--- src/rtl/projeto_pkg.sv ---
// User-code classes, function limits and FSM states shared by the function arbiter.
// Codes are 3 bits wide; wider user buses compare against zero-extended values.
package projeto_pkg;

    localparam logic [2:0] INVALIDO_A = 3'b000;
    localparam logic [2:0] INVALIDO_B = 3'b100;
    localparam logic [2:0] ADMIN      = 3'b101;
    localparam logic [2:0] PILOTO     = 3'b111;

    localparam int FUNC_PILOTO    = 5;
    localparam int MAX_FUNC_ADMIN = 6;
    localparam int MAX_FUNC_COMUM = 4;

    typedef enum logic [1:0] {IDLE, EXEC, PILOTO_ST} state_t;

    typedef enum logic [1:0] {CL_INVALIDO, CL_COMUM, CL_ADMIN, CL_PILOTO} classe_t;

endpackage

--- src/rtl/verificador_de_permissao_param.sv ---
// Per-channel permission check: classifies the user code and masks a forbidden function to 0.
// Purely combinational.
module verificador_de_permissao_param
    import projeto_pkg::*;
#(
    parameter int USER_W = 3,
    parameter int FUNC_W = 3
) (
    input  logic [USER_W-1:0] user,
    input  logic [FUNC_W-1:0] func,
    output logic [FUNC_W-1:0] func_ok,
    output classe_t           classe
);

    logic permitido;

    always_comb begin
        classe = CL_COMUM;
        if (user == USER_W'(INVALIDO_A) || user == USER_W'(INVALIDO_B)) begin
            classe = CL_INVALIDO;
        end else if (user == USER_W'(ADMIN)) begin
            classe = CL_ADMIN;
        end else if (user == USER_W'(PILOTO)) begin
            classe = CL_PILOTO;
        end
    end

    always_comb begin
        permitido = 1'b0;
        case (classe)
            CL_ADMIN:  permitido = (func != '0) && (func <= FUNC_W'(MAX_FUNC_ADMIN));
            CL_COMUM:  permitido = (func != '0) && (func <= FUNC_W'(MAX_FUNC_COMUM));
            CL_PILOTO: permitido = (func == FUNC_W'(FUNC_PILOTO));
            default:   permitido = 1'b0;
        endcase
    end

    assign func_ok = permitido ? func : '0;

endmodule

--- src/rtl/arbitro_de_funcionalidades.sv ---
// Latches per-channel function requests and grants one execution slot (admin first, then round-robin) for HOLD_CYCLES.
// Request edge to Func_Out is 2 cycles; ARBITRO_PREEMPCAO_ADMIN_EN lets admin requests preempt non-admin execution.
module arbitro_de_funcionalidades
    import projeto_pkg::*;
#(
    parameter int N_USERS     = 2,
    parameter int USER_W      = 3,
    parameter int FUNC_W      = 3,
    parameter int HOLD_CYCLES = 8,
    parameter int IDX_W       = (N_USERS > 1) ? $clog2(N_USERS) : 1
) (
    input  logic                      CLK,
    input  logic                      RST,
    input  logic [N_USERS*USER_W-1:0] User,
    input  logic [N_USERS*FUNC_W-1:0] Func,
    output logic [FUNC_W-1:0]         Func_Out,
    output logic [USER_W-1:0]         User_Out,
    output logic [IDX_W-1:0]          Grant_Idx,
    output logic [N_USERS-1:0]        Grant,
    output logic                      Busy,
    output logic [N_USERS-1:0]        Pending,
    output logic                      Piloto
);

    localparam int CNT_W = (HOLD_CYCLES > 1) ? $clog2(HOLD_CYCLES) : 1;

    logic [USER_W-1:0]  user_ch [N_USERS];
    logic [FUNC_W-1:0]  perm    [N_USERS];
    classe_t            classe  [N_USERS];
    logic [N_USERS-1:0] live, adm_mask, valid_mask, pil_mask;

    for (genvar i = 0; i < N_USERS; i++) begin : g_canal
        assign user_ch[i] = User[i*USER_W +: USER_W];

        verificador_de_permissao_param #(
            .USER_W (USER_W),
            .FUNC_W (FUNC_W)
        ) u_verif (
            .user    (user_ch[i]),
            .func    (Func[i*FUNC_W +: FUNC_W]),
            .func_ok (perm[i]),
            .classe  (classe[i])
        );

        assign live[i]       = (perm[i] != '0);
        assign adm_mask[i]   = (classe[i] == CL_ADMIN);
        assign valid_mask[i] = (classe[i] != CL_INVALIDO);
        assign pil_mask[i]   = (classe[i] == CL_PILOTO);
    end

    logic piloto_cond;
    assign piloto_cond = (valid_mask != '0) && ((valid_mask & ~pil_mask) == '0);

    state_t             state_q, state_d;
    logic [CNT_W-1:0]   cnt_q, cnt_d;
    logic [IDX_W-1:0]   ptr_q, ptr_d;
    logic               adm_q, adm_d;
    logic [FUNC_W-1:0]  func_out_d;
    logic [USER_W-1:0]  user_out_d;
    logic [IDX_W-1:0]   grant_idx_d;
    logic [N_USERS-1:0] grant_d;
    logic               busy_d, piloto_d;
    logic               do_grant, limpa;

    logic [FUNC_W-1:0]  prev_q      [N_USERS];
    logic [FUNC_W-1:0]  pend_func_q [N_USERS];
    logic               armed_q;

    // A request being withdrawn this cycle is not eligible; ptr_q is the first channel to scan.
    logic [N_USERS-1:0] admin_pend, cand;
    logic               sel_vld;
    logic [IDX_W-1:0]   sel_idx;

    always_comb begin
        admin_pend = Pending & live & adm_mask;
        cand       = (admin_pend != '0) ? admin_pend : (Pending & live);
        sel_vld    = 1'b0;
        sel_idx    = '0;
        for (int k = 0; k < N_USERS; k++) begin
            logic [IDX_W:0] c;
            c = {1'b0, ptr_q} + (IDX_W+1)'(k);
            if (c >= (IDX_W+1)'(N_USERS)) c = c - (IDX_W+1)'(N_USERS);
            if (!sel_vld && cand[c[IDX_W-1:0]]) begin
                sel_vld = 1'b1;
                sel_idx = c[IDX_W-1:0];
            end
        end
    end

    always_comb begin
        state_d     = state_q;
        cnt_d       = cnt_q;
        ptr_d       = ptr_q;
        adm_d       = adm_q;
        func_out_d  = Func_Out;
        user_out_d  = User_Out;
        grant_idx_d = Grant_Idx;
        grant_d     = Grant;
        busy_d      = Busy;
        piloto_d    = Piloto;
        do_grant    = 1'b0;
        limpa       = 1'b0;

        case (state_q)
            IDLE: begin
                if (piloto_cond) begin
                    state_d    = PILOTO_ST;
                    piloto_d   = 1'b1;
                    func_out_d = FUNC_W'(FUNC_PILOTO);
                end else if (sel_vld) begin
                    do_grant = 1'b1;
                end
            end
            EXEC: begin
                if (classe[Grant_Idx] == CL_INVALIDO) begin
                    limpa = 1'b1;
                end
`ifdef ARBITRO_PREEMPCAO_ADMIN_EN
                else if (!adm_q && admin_pend != '0) begin
                    do_grant = 1'b1;
                end
`endif
                else if (cnt_q == '0) begin
                    limpa = 1'b1;
                end else begin
                    cnt_d = cnt_q - CNT_W'(1);
                end
            end
            PILOTO_ST: begin
                if (!piloto_cond) limpa = 1'b1;
            end
            default: limpa = 1'b1;
        endcase

        if (limpa) begin
            state_d     = IDLE;
            func_out_d  = '0;
            user_out_d  = '0;
            grant_idx_d = '0;
            grant_d     = '0;
            busy_d      = 1'b0;
            piloto_d    = 1'b0;
            adm_d       = 1'b0;
        end

        if (do_grant) begin
            state_d          = EXEC;
            cnt_d            = CNT_W'(HOLD_CYCLES - 1);
            func_out_d       = pend_func_q[sel_idx];
            user_out_d       = user_ch[sel_idx];
            grant_idx_d      = sel_idx;
            grant_d          = '0;
            grant_d[sel_idx] = 1'b1;
            busy_d           = 1'b1;
            adm_d            = (classe[sel_idx] == CL_ADMIN);
            ptr_d            = (int'(sel_idx) == N_USERS - 1) ? '0 : sel_idx + IDX_W'(1);
        end
    end

    always_ff @(posedge CLK or posedge RST) begin
        if (RST) begin
            state_q   <= IDLE;
            cnt_q     <= '0;
            ptr_q     <= '0;
            adm_q     <= 1'b0;
            Func_Out  <= '0;
            User_Out  <= '0;
            Grant_Idx <= '0;
            Grant     <= '0;
            Busy      <= 1'b0;
            Piloto    <= 1'b0;
        end else begin
            state_q   <= state_d;
            cnt_q     <= cnt_d;
            ptr_q     <= ptr_d;
            adm_q     <= adm_d;
            Func_Out  <= func_out_d;
            User_Out  <= user_out_d;
            Grant_Idx <= grant_idx_d;
            Grant     <= grant_d;
            Busy      <= busy_d;
            Piloto    <= piloto_d;
        end
    end

    // The first clock after reset only samples prev_q, so a request held through reset is not re-latched.
    always_ff @(posedge CLK or posedge RST) begin
        if (RST) begin
            Pending <= '0;
            armed_q <= 1'b0;
            for (int i = 0; i < N_USERS; i++) begin
                prev_q[i]      <= '0;
                pend_func_q[i] <= '0;
            end
        end else begin
            armed_q <= 1'b1;
            if (state_q != PILOTO_ST) begin
                for (int i = 0; i < N_USERS; i++) begin
                    prev_q[i] <= perm[i];
                    if (armed_q && live[i] && perm[i] != prev_q[i]) begin
                        Pending[i]     <= 1'b1;
                        pend_func_q[i] <= perm[i];
                    end else if (!live[i] || (do_grant && int'(sel_idx) == i)) begin
                        Pending[i] <= 1'b0;
                    end
                end
            end
        end
    end

endmodule

--- config.mk ---
export PLATFORM = sky130hd
export DESIGN_NAME = arbitro_de_funcionalidades
export DESIGN_NICKNAME = d
export VERILOG_FILES = /design/src/rtl/projeto_pkg.sv /design/src/rtl/verificador_de_permissao_param.sv /design/src/rtl/arbitro_de_funcionalidades.sv
export SDC_FILE = /design/constraint.sdc
export NUM_CORES = 1
export LEC_CHECK = 0
export ABC_AREA = 1
export BUFFER_PORTS_ARGS = -buffer_cell sky130_fd_sc_hd__buf_4
export CORE_MARGIN = 2
export CORE_UTILIZATION = 50
export CTS_CLUSTER_DIAMETER = 120
export CTS_CLUSTER_SIZE = 14
export DETAILED_ROUTE_END_ITERATION = 12
export PLACE_DENSITY = 0.7
export SYNTH_ARGS = -nofsm -noshare
export SYNTH_HDL_FRONTEND = slang
export SYNTH_SLANG_ARGS = --single-unit
--- constraint.sdc ---
create_clock -name CLK -period 1.95 [get_ports CLK]
set_input_delay 0.0975 -clock CLK [delete_from_list [all_inputs] [get_ports CLK]]
set_output_delay 0.0975 -clock CLK [all_outputs]
set_load 0.05 [all_outputs]
; Word level (Yosys, flattened, before mapping)
; Index checks and enable logic that the tools add are counted.
[totals]
ff_bits = 32
input_bits = 14
output_inout_bits = 13
wordCells = 176
[classes]
n_addsub = 5
order_cmp = 12
n_eq_ne = 21
muxes = 66
bitwise = 7
reduce_logical = 49
[op_table]
columns = cell, count
row1 = 3-bit 2-to-1 mux, 18
row2 = 2-bit 2-to-1 mux, 16
row3 = 1-bit 2-to-1 mux, 28
row4 = "3-bit equality test, second input constant", 8
row5 = 2-bit nonzero test, 10
row6 = 3-bit nonzero test, 6
row7 = 1-bit logical AND, 13
row8 = "3-bit <= comparator, second input constant", 4
row9 = 2-bit AND reduction, 6
row10 = "2-bit equality test, second input constant", 5
row11 = 3-bit zero test, 3
row12 = 1-bit one-hot mux with 3 select lines, 3
row13 = 2-bit bitwise AND, 3
row14 = "2-bit by 1-bit equality test with 1-bit output, second input constant", 3
row15 = "2-bit greater-or-equal comparator, second input constant", 3
row16 = 2-bit zero test, 3
row17 = "1-bit by 2-bit < comparator with 1-bit output, second input constant", 3
row18 = "2-bit inequality test, second input constant", 3
row19 = 3-bit inequality test, 2
row20 = 1-bit logical OR, 4
row21 = 1-bit NOT with 2-bit output, 2
row22 = 1-bit zero test, 3
row23 = 3-bit AND reduction, 1
row24 = "3-bit by 1-bit subtractor with 3-bit output, second input constant", 1
row25 = 8 further kinds, 9

; Longest topological paths before layout
; Gate-level depths: netlist of run 1.
[logic_depth]
ltp_word = 25
mapped_depth = 14
depth_no_buf = 14

; Hierarchy
; From an unflattened synthesis of run 1, not the netlist that was laid out.
[unflattened]
hier_cells = 231
area_unflattened_um2 = 1789.2
[modules_own_cells]
columns = module, instances, cells_per_inst, area_per_inst_um2, seq_area_each_um2
row1 = arbitro_de_funcionalidades, 1, 185, 1571.5, 775.7
row2 = verificador_de_permissao_param, 2, 23, 108.9, 0.0

; Worst setup path before layout of run 1
; Ideal clock, no wire load.
[synth_timing]
path_type = register to register
startpoint = register Grant_Idx
endpoint = register User_Out[0]
setup_time_ns = 0.126
arrival_ns = 1.421
required_ns = 1.824
slack_ns = 0.403
stages_incl_launch_ff = 12
n_path_buf = 0
period_less_slack_ns = 1.547
path_cell_list = dfrtp_1 inv_1 nor2_1 inv_1 nand2_1 nand2_1 nor2_1 inv_1 nand2_2 inv_1 nand2_1 nand3_1
[synth_between]
elab_chain_cells = 8
[synth_lines]
columns = item, line
row1 = "start, declared", arbitro_de_funcionalidades.sv:18  ; output logic [IDX_W-1:0] Grant_Idx,
row2 = "start signal, assigned", arbitro_de_funcionalidades.sv:179  ; Grant_Idx <= grant_idx_d;
row3 = 1-bit NOT with 2-bit output (implied by the code), arbitro_de_funcionalidades.sv:115  ; if (classe[Grant_Idx] == CL_INVALIDO) begin
row4 = 2-bit 2-to-1 mux (implied by the code) (3 in a row), arbitro_de_funcionalidades.sv:115
row5 = 2-bit zero test, arbitro_de_funcionalidades.sv:115
row6 = 1-bit 2-to-1 mux, arbitro_de_funcionalidades.sv:115
row7 = 1-bit one-hot mux with 3 select lines, arbitro_de_funcionalidades.sv:104  ; case (state_q)
row8 = 2-bit nonzero test (no source line), --
row9 = "end signal, assigned", arbitro_de_funcionalidades.sv:178  ; User_Out <= user_out_d;
row10 = "end, declared", arbitro_de_funcionalidades.sv:17  ; output logic [USER_W-1:0] User_Out,
; Every way passes these cells. The select of a mux whose other input is x is not followed.
; A chain may end at the register's enable or synchronous reset.

; Final worst setup path of run 1
[layout_timing]
startpoint = register cnt_q[0]
endpoint = register User_Out[2]
[layout_between]
elab_chain_cells = 5
[layout_lines]
columns = item, line
row1 = "start, declared", arbitro_de_funcionalidades.sv:55  ; logic [CNT_W-1:0] cnt_q, cnt_d;
row2 = "start signal, assigned", arbitro_de_funcionalidades.sv:174  ; cnt_q <= cnt_d;
row3 = 3-bit zero test, arbitro_de_funcionalidades.sv:123  ; else if (cnt_q == '0) begin
row4 = 1-bit 2-to-1 mux, arbitro_de_funcionalidades.sv:123
row5 = 1-bit 2-to-1 mux, arbitro_de_funcionalidades.sv:115
row6 = 1-bit one-hot mux with 3 select lines, arbitro_de_funcionalidades.sv:104
row7 = 2-bit nonzero test (no source line), --
; Every way passes these cells.

==> out/summary.txt, run 1 <==
FILL cells = 342
Dpl hpwl = 2820 µm
# port buffers = 26
Cell row count = 22
Status = finished clean
GRT Overall Usage = 20.5%
Antenna diodes = 0
Multiplexer share of the synthesized area = 0%
Clock Pin Slew Worst Setup and Hold Paths = 0.06 ns
Fin. Hold Viols = 0
Share of flip-flops with an asynchronous set or reset = 100%
First-pass GRT wire length = 6540 µm
Net Count, Synth = 272
CTS resizes = 0
Area Overhead vs Synth = 18.0%
Max H-tree Level = 2
Die Wd = 64.9 µm
CTS tree = built
Adder-Cell Fraction of Synth Area = 1.35%
Hold endpoint = User_Out[1]
WL/cell = 10.8 µm
Pwr dens = 1210 nW/µm²
DRC Markers = 0
CTS Hold Bufs = 1
RSZ-0062 raised after global routing = false
Final period utilization = 81.9%
Max-cap viol count = 0
Worst hold start = User[1]
Worst skew pair latency = 0.28 ns
Starting Density = 51.4%
Placed Cells = 330
Setup Total Neg Slack = 0 ns
Yosys reg bits = 31
Worst EP required = 2.12 ns
Synth Area in XOR/XNOR = 0.473%
Reg power frac = 36.5%
Remaining global-route overflow = 0
Simple-gate share of the synthesized area = 39.2%
Psw = 0.00117 W
CP arrival = 1.76 ns
Layout cells sized above 1 = 20.8%
Clock share of power = 17.0%
Largest family of logic cells by synthesized area = simple AND/OR/NAND/NOR gates
Setup violators final = 0
CP startpoint kind = flop
Synth Flop Type = dfrtp_1
Total Wirelength = 3650 µm
Reg-to-reg slack, setup = 0.35 ns
Leak = 1.24 nW
Reg2reg end = User_Out[2]
Min Hold Slack = 0.0446 ns
Core Region = 3610 µm²
Post-synth EDFFs = 0
HP Class = in -> reg
Nets = 306
Worst reg2reg path depth = 13
CP Capture Type = flop
CP max FO = 4
Detailed Route Iter0 Violations = 163
FF-to-FF Start = cnt_q[0]
Vias post-DR = 1601
CTS Buf Count = 5
Post-synth cell types = 25
F_max = 626 MHz
Initial antenna violation count = 0
Final Critical Period = 1.60 ns
Sw Ratio = 44.4%
First-pass DRT Iterations = 4
Post-Syn Instances = 256
Worst setup startpoint = cnt_q[0]
GP Congestion = 0.835
Number of global-route vias before repair = 1506
Post-synthesis compound-gate area fraction = 6.28%
Sink Count = 31
Yosys warns = 0
Register area share after synthesis = 41.9%
Max VDD drop = 0.568 mV
Setup Buffers After CTS = 0
Max Clock Skew = 0.00523 ns
Final non-filler cell total = 337
Hold-critical path depth = 3
Fin. max-slew vios = 0
Final core occ = 60.6%
Root Buffer = clkbuf_8
IO Pins = 27
Area of the multi-input gates = 881 µm²
Clk buf depth = 2
Internal power = 0.00147 W
Register area = 776 µm²
Synthesized area per cell = 7.24 µm²
Height of the die = 64.9 µm
Largest net degree at the start of global routing = 32
Mapped cell area = 1850 µm²
Setup Crit Path Kind = reg -> reg
Die ar. = 4210 µm²
Tot Pwr = 0.00264 W
Post-DRT Antenna Nets = 0
DR vias/cell = 4.75
Combinational Power Share = 46.5%
power by group through the flow:
stage | combinational (W) | sequential [W] | clock, W
after global routing | 0.00137 | 0.000986 | 0.000492
after floorplan | 0.000577 | 0.00130 | 0
after CTS | 0.00124 | 0.000963 | 0.000462
after global placement | 0.00124 | 0.000968 | 0
after detailed placement | 0.00123 | 0.000972 | 0
final | 0.00123 | 0.000961 | 0.000448
registers in the layout, summed over array words and instances, names as in the netlist, 2 cells and up:
signal	flops
pend_func_q	6
User_Out	3
Func_Out	3
Pending	2
cnt_q	3
state_q	2
prev_q	6
cells in the mapped netlist, types with 2 or more instances:
cell     number  share of area (%)
inv_1        42                8.5
nand2_4       3                1.8
ha_1          2                1.4
nand2_1      90                 18
inv_2         4               0.81
nor2_1       10                2.0
and3_2        2               0.81
nor2_4        3                1.8
dfrtp_1      31                 42
nand3_2       3                1.6
nand3_1      30                8.1
o21a_1        2               0.81
o21ai_0      11                3.0
a21oi_1       4                1.1
nand2_2       9                3.0
placed cells by master, fill, tap and decap left out, types with 2 or more instances in the layout:
cell | netlist | layout
nand2_1 | 90 | 90
inv_1 | 42 | 42
dfrtp_1 | 31 | 31
nand3_1 | 30 | 30
buf_4 | 1 | 28
o21ai_0 | 11 | 11
nor2_1 | 10 | 10
nand2_2 | 9 | 9
clkbuf_8 | 0 | 5
a21oi_1 | 4 | 4
inv_2 | 4 | 4
nor2_4 | 3 | 3
nand2_4 | 3 | 3
nand3_2 | 3 | 3
o21a_1 | 2 | 2
and3_2 | 2 | 2
ha_1 | 2 | 2
cell type report:
| cell class | count | area share (%) |
|---|---|---|
| well taps | 48 | 2.75 |
| flip-flops and latches | 31 | 35.5 |
| repair buffers | 29 | 10.1 |
| multi-input cells | 176 | 40.3 |
| inverters | 47 | 8.07 |
| clock buffers | 6 | 3.32 |
how the worst max path moves through the flow:
stage / to / slack (ns) / cells after the start
2_1_floorplan: User_Out[0] / 0.40 / 11
3_3_place_gp: Grant[0] / 0.34 / 13
3_5_place_dp: User_Out[2] / 0.36 / 13
4_1_cts: User_Out[2] / 0.35 / 13
5_1_grt: User_Out[2] / 0.19 / 13
6_report: User_Out[2] / 0.35 / 13
worst max-delay path, cell delays in order, from the launching register on:
cell     delay [ns]
dfrtp_1        0.36
inv_1          0.11
ha_1           0.16
inv_1          0.04
o21ai_0        0.13
nor2_1         0.07
nand2_1        0.06
nand2_1        0.06
nor2_1         0.10
inv_1          0.08
nand2_2        0.10
inv_1          0.09
nand2_1        0.07
nand3_1        0.06
metal layers:
| layer | up-vias | track usage (%) | share of wire [%] |
|---|---|---|---|
| li1 | 849 | - | - |
| met1 | 705 | 25.6 | 48 |
| met2 | 40 | 33.4 | 44 |
| met3 | 7 | 6.08 | 7.2 |
| met4 | 0 | 7.98 | 1.5 |
| met5 | - | 0 | 0 |
kinds of logic (layout without fill, tap and decap cells):
family,count (synthesis),in the layout
other,1,1
AOI/OAI and AO/OA,19,19
xor gates and xnor gates,1,1
buffers and inverters,49,82
DFF,31,31
and+or+nand+nor,153,153
adders and majority gates,2,2
stage by stage:
stage	instance area [µm²]	setup slack [ns]
final	2190	0.354
after global routing	2190	0.195
after CTS	2190	0.354
after detailed placement	2100	0.361
after global placement	2100	0.345
after floorplan	1850	0.403
Power figures use the tool's default switching activity.
==> run 2, diff against run 1 <==
Settings changed: ABC_AREA 1 to 0, PLACE_DENSITY 0.7 to 0.73.
Clock period 1.95 ns to 1.4 ns, I/O delays scaled along.
==> out/summary.txt, run 2 <==
Yosys warns = 0
Register area share after synthesis = 44.3%
Max Clock Skew = 0.00898 ns
Starting Density = 52.5%
CTS Buf Count = 5
Synth Flop Type = dfrtp_1
Biggest regs = pend_func_q x6, prev_q x6
GR Layer Usage met1 = 27.0%
HP Class = in -> reg
Post-Syn Instances = 158
Die Wd = 63.2 µm
Final Critical Period = 1.77 ns
CP Capture Type = flop
Worst reg2reg path depth = 9
Clock Pin Slew Worst Setup and Hold Paths = 0.09 ns
RSZ-0062 raised after global routing = true
Sink Count = 31
Final non-filler cell total = 282
Detailed Route Iter0 Violations = 52
GRT Overall Usage = 23.9%
Final period utilization = 126%
GP Congestion = 0.812
Total Wirelength = 4390 µm
Gr busiest metal = met2
Area Overhead vs Synth = 45.5%
CP delay by family, top = compound AO/OA/AOI/OAI gates
Worst setup margin = -0.370 ns
Placed Cells = 262
Synthesized area per cell = 11.1 µm²
Mapped cell area = 1750 µm²
Met2 Track Usage GR = 40.3%
Area post-placement = 2290 µm²
Slew headroom = 65.5%
Worst hold start = Func[1]
Buf/Inv on CP = 3
Dpl hpwl = 3130 µm
Nets = 252
Reg-to-reg slack, setup = -0.37 ns
IO Pins = 27
Yosys top cell area share = 44.3%
Vias post-DR = 1526
CP Cell Sequence = inv_2 > ha_4 > nor2b_4 > a2111oi_4 > inv_1 > a22o_1 > nor2_4 > buf_4 > o2bb2ai_1
F_max = 565 MHz
Max VDD drop = 0.767 mV
Worst skew pair latency = 0.33 ns
Ranking of synthesized cells by area = dfrtp_1, xnor2_1, a21o_1
Min Hold Slack = 0.0496 ns
Failing checks = setup timing
Setup Crit Path Kind = reg -> reg
FF-to-FF Start = cnt_q[1]
CP peak stage delay = 0.38 ns
Hold endpoint = prev_q[4]
Status = finished, violations left
Setup violators final = 22
Yosys reg bits = 31
Worst EP required = 1.66 ns
Largest net degree at the start of global routing = 32
WL/cell = 15.6 µm
Fin. max-slew vios = 0
Setup Total Neg Slack = -4.22 ns
Max H-tree Level = 2
CTS tree = built
Clk buf depth = 2
Die ar. = 3990 µm²
Reg2reg end = Func_Out[1]
DRC Markers = 0
Height of the die = 63.2 µm
Post-DRT Antenna Nets = 0
Most common cell after layout, fill and taps aside = buf_4
Number of global-route vias before repair = 1571
Pwr dens = 1640 nW/µm²
Met3 Use GR = 8.04%
Post-synth cell types = 48
CP arrival = 2.03 ns
Max-cap viol count = 0
Root Buffer = clkbuf_4
Net Count, Synth = 174
Remaining global-route overflow = 0
Least-Margin Pin Slew = 0.515 ns
Commonest cells in the netlist = dfrtp_1, nand2_1, inv_1
Count leader, synth = dfrtp_1
Final instance area = 2550 µm²
Leak = 1.25 nW
CP max-delay cell = dfrtp_1
First-pass DRT Iterations = 4
Layout cells sized above 1 = 52.1%
Most frequent cells in the layout = buf_4, dfrtp_1, nand2_1, a21o_1
Fin. Hold Viols = 0
Post-synth EDFFs = 0
Core Region = 3340 µm²
DR vias/cell = 5.41
CP max FO = 5
Cell row count = 21
First-pass GRT wire length = 7190 µm
# port buffers = 26
Antenna diodes = 0
Share of flip-flops with an asynchronous set or reset = 100%
Hold-critical path depth = 3
Post-synth top area cell = dfrtp_1
Initial antenna violation count = 0
CP startpoint kind = flop
## run 2: cell count changes after synthesis, moves of 5 or more
cell,delta
nand2_1,-77
inv_1,-33
nand3_1,-29
o21ai_0,-10
a21o_1,+8
nand2_2,-8
xnor2_1,+7
o21ai_1,+6
and2_1,+5
## run 2: timing repair
action / CTS / global route
pin swaps: 16 / 5
setup endpoints to repair: 23 / 23
setup buffers: 12 / 7
gates resized for setup: 20 / 4
endpoints found under the hold margin: 31 / 0
hold buffers: 1 / 0
## run 2: worst max path at each step
stage | from | endpoint | slack [ns] | cells after the start
after floorplan | cnt_q[0] | Func_Out[0] | -0.30 | 8
after global placement | cnt_q[1] | Func_Out[0] | -0.32 | 8
after detailed placement | cnt_q[1] | Func_Out[0] | -0.47 | 8
after CTS | cnt_q[1] | Func_Out[0] | -0.31 | 8
after global routing | cnt_q[1] | Func_Out[0] | -0.46 | 8
final | cnt_q[1] | Func_Out[1] | -0.37 | 9
## run 2: routing by layer
| metal | up-vias | wire length, µm |
|---|---|---|
| met5 | - | 0 |
| met4 | 0 | 136 |
| met3 | 17 | 215 |
| met2 | 45 | 2220 |
| met1 | 741 | 1810 |
| li1 | 723 | - |
## run 2: cell type report
type                    count  area (µm²)
clock inverters             1        5.00
flip-flops and latches     31         779
repair buffers             73         577
well taps                  46        57.6
fillers                   221         790
clock buffers               6        51.3
inverters                  11        41.3
multi-input cells         114        1040
## run 2: power breakdown
group | leakage [nW] | switching [W] | total [W] | internal [W]
Combinational | 0.825 | 0.00128 | 0.00232 | 0.00104
Sequential | 0.390 | 0.000178 | 0.00134 | 0.00116
Clock | 0.0341 | 0.000292 | 0.000524 | 0.000232
## run 2: worst min-delay path: stages
cell and delay [ns]:
buf_4 0.13, nand2_1 0.07, o21ai_1 0.06
## run 2: stage by stage
| stage | utilization [%] | setup WS [ns] | power [W] |
|---|---|---|---|
| detailed placement | 68.6 | -0.471 | 0.00325 |
| CTS | 75.1 | -0.306 | 0.00407 |
| global route | 76.3 | -0.463 | 0.00442 |
| finish | 76.3 | -0.370 | 0.00418 |
| floorplan | - | -0.304 | 0.00258 |
| global placement | 68.6 | -0.317 | 0.00317 |
## run 2: kinds of logic after synthesis
kind of cell,Yosys count,synth area share (%)
adder cells (fa/ha/maj),3,2.07
AND/OR/NAND/NOR,47,15.2
AO/OA/AOI/OAI,43,22.7
flip-flops,31,44.3
multiplexers,12,8.29
buffers and inverters,13,3.22
XOR/XNOR,8,4.00
other,1,0.214
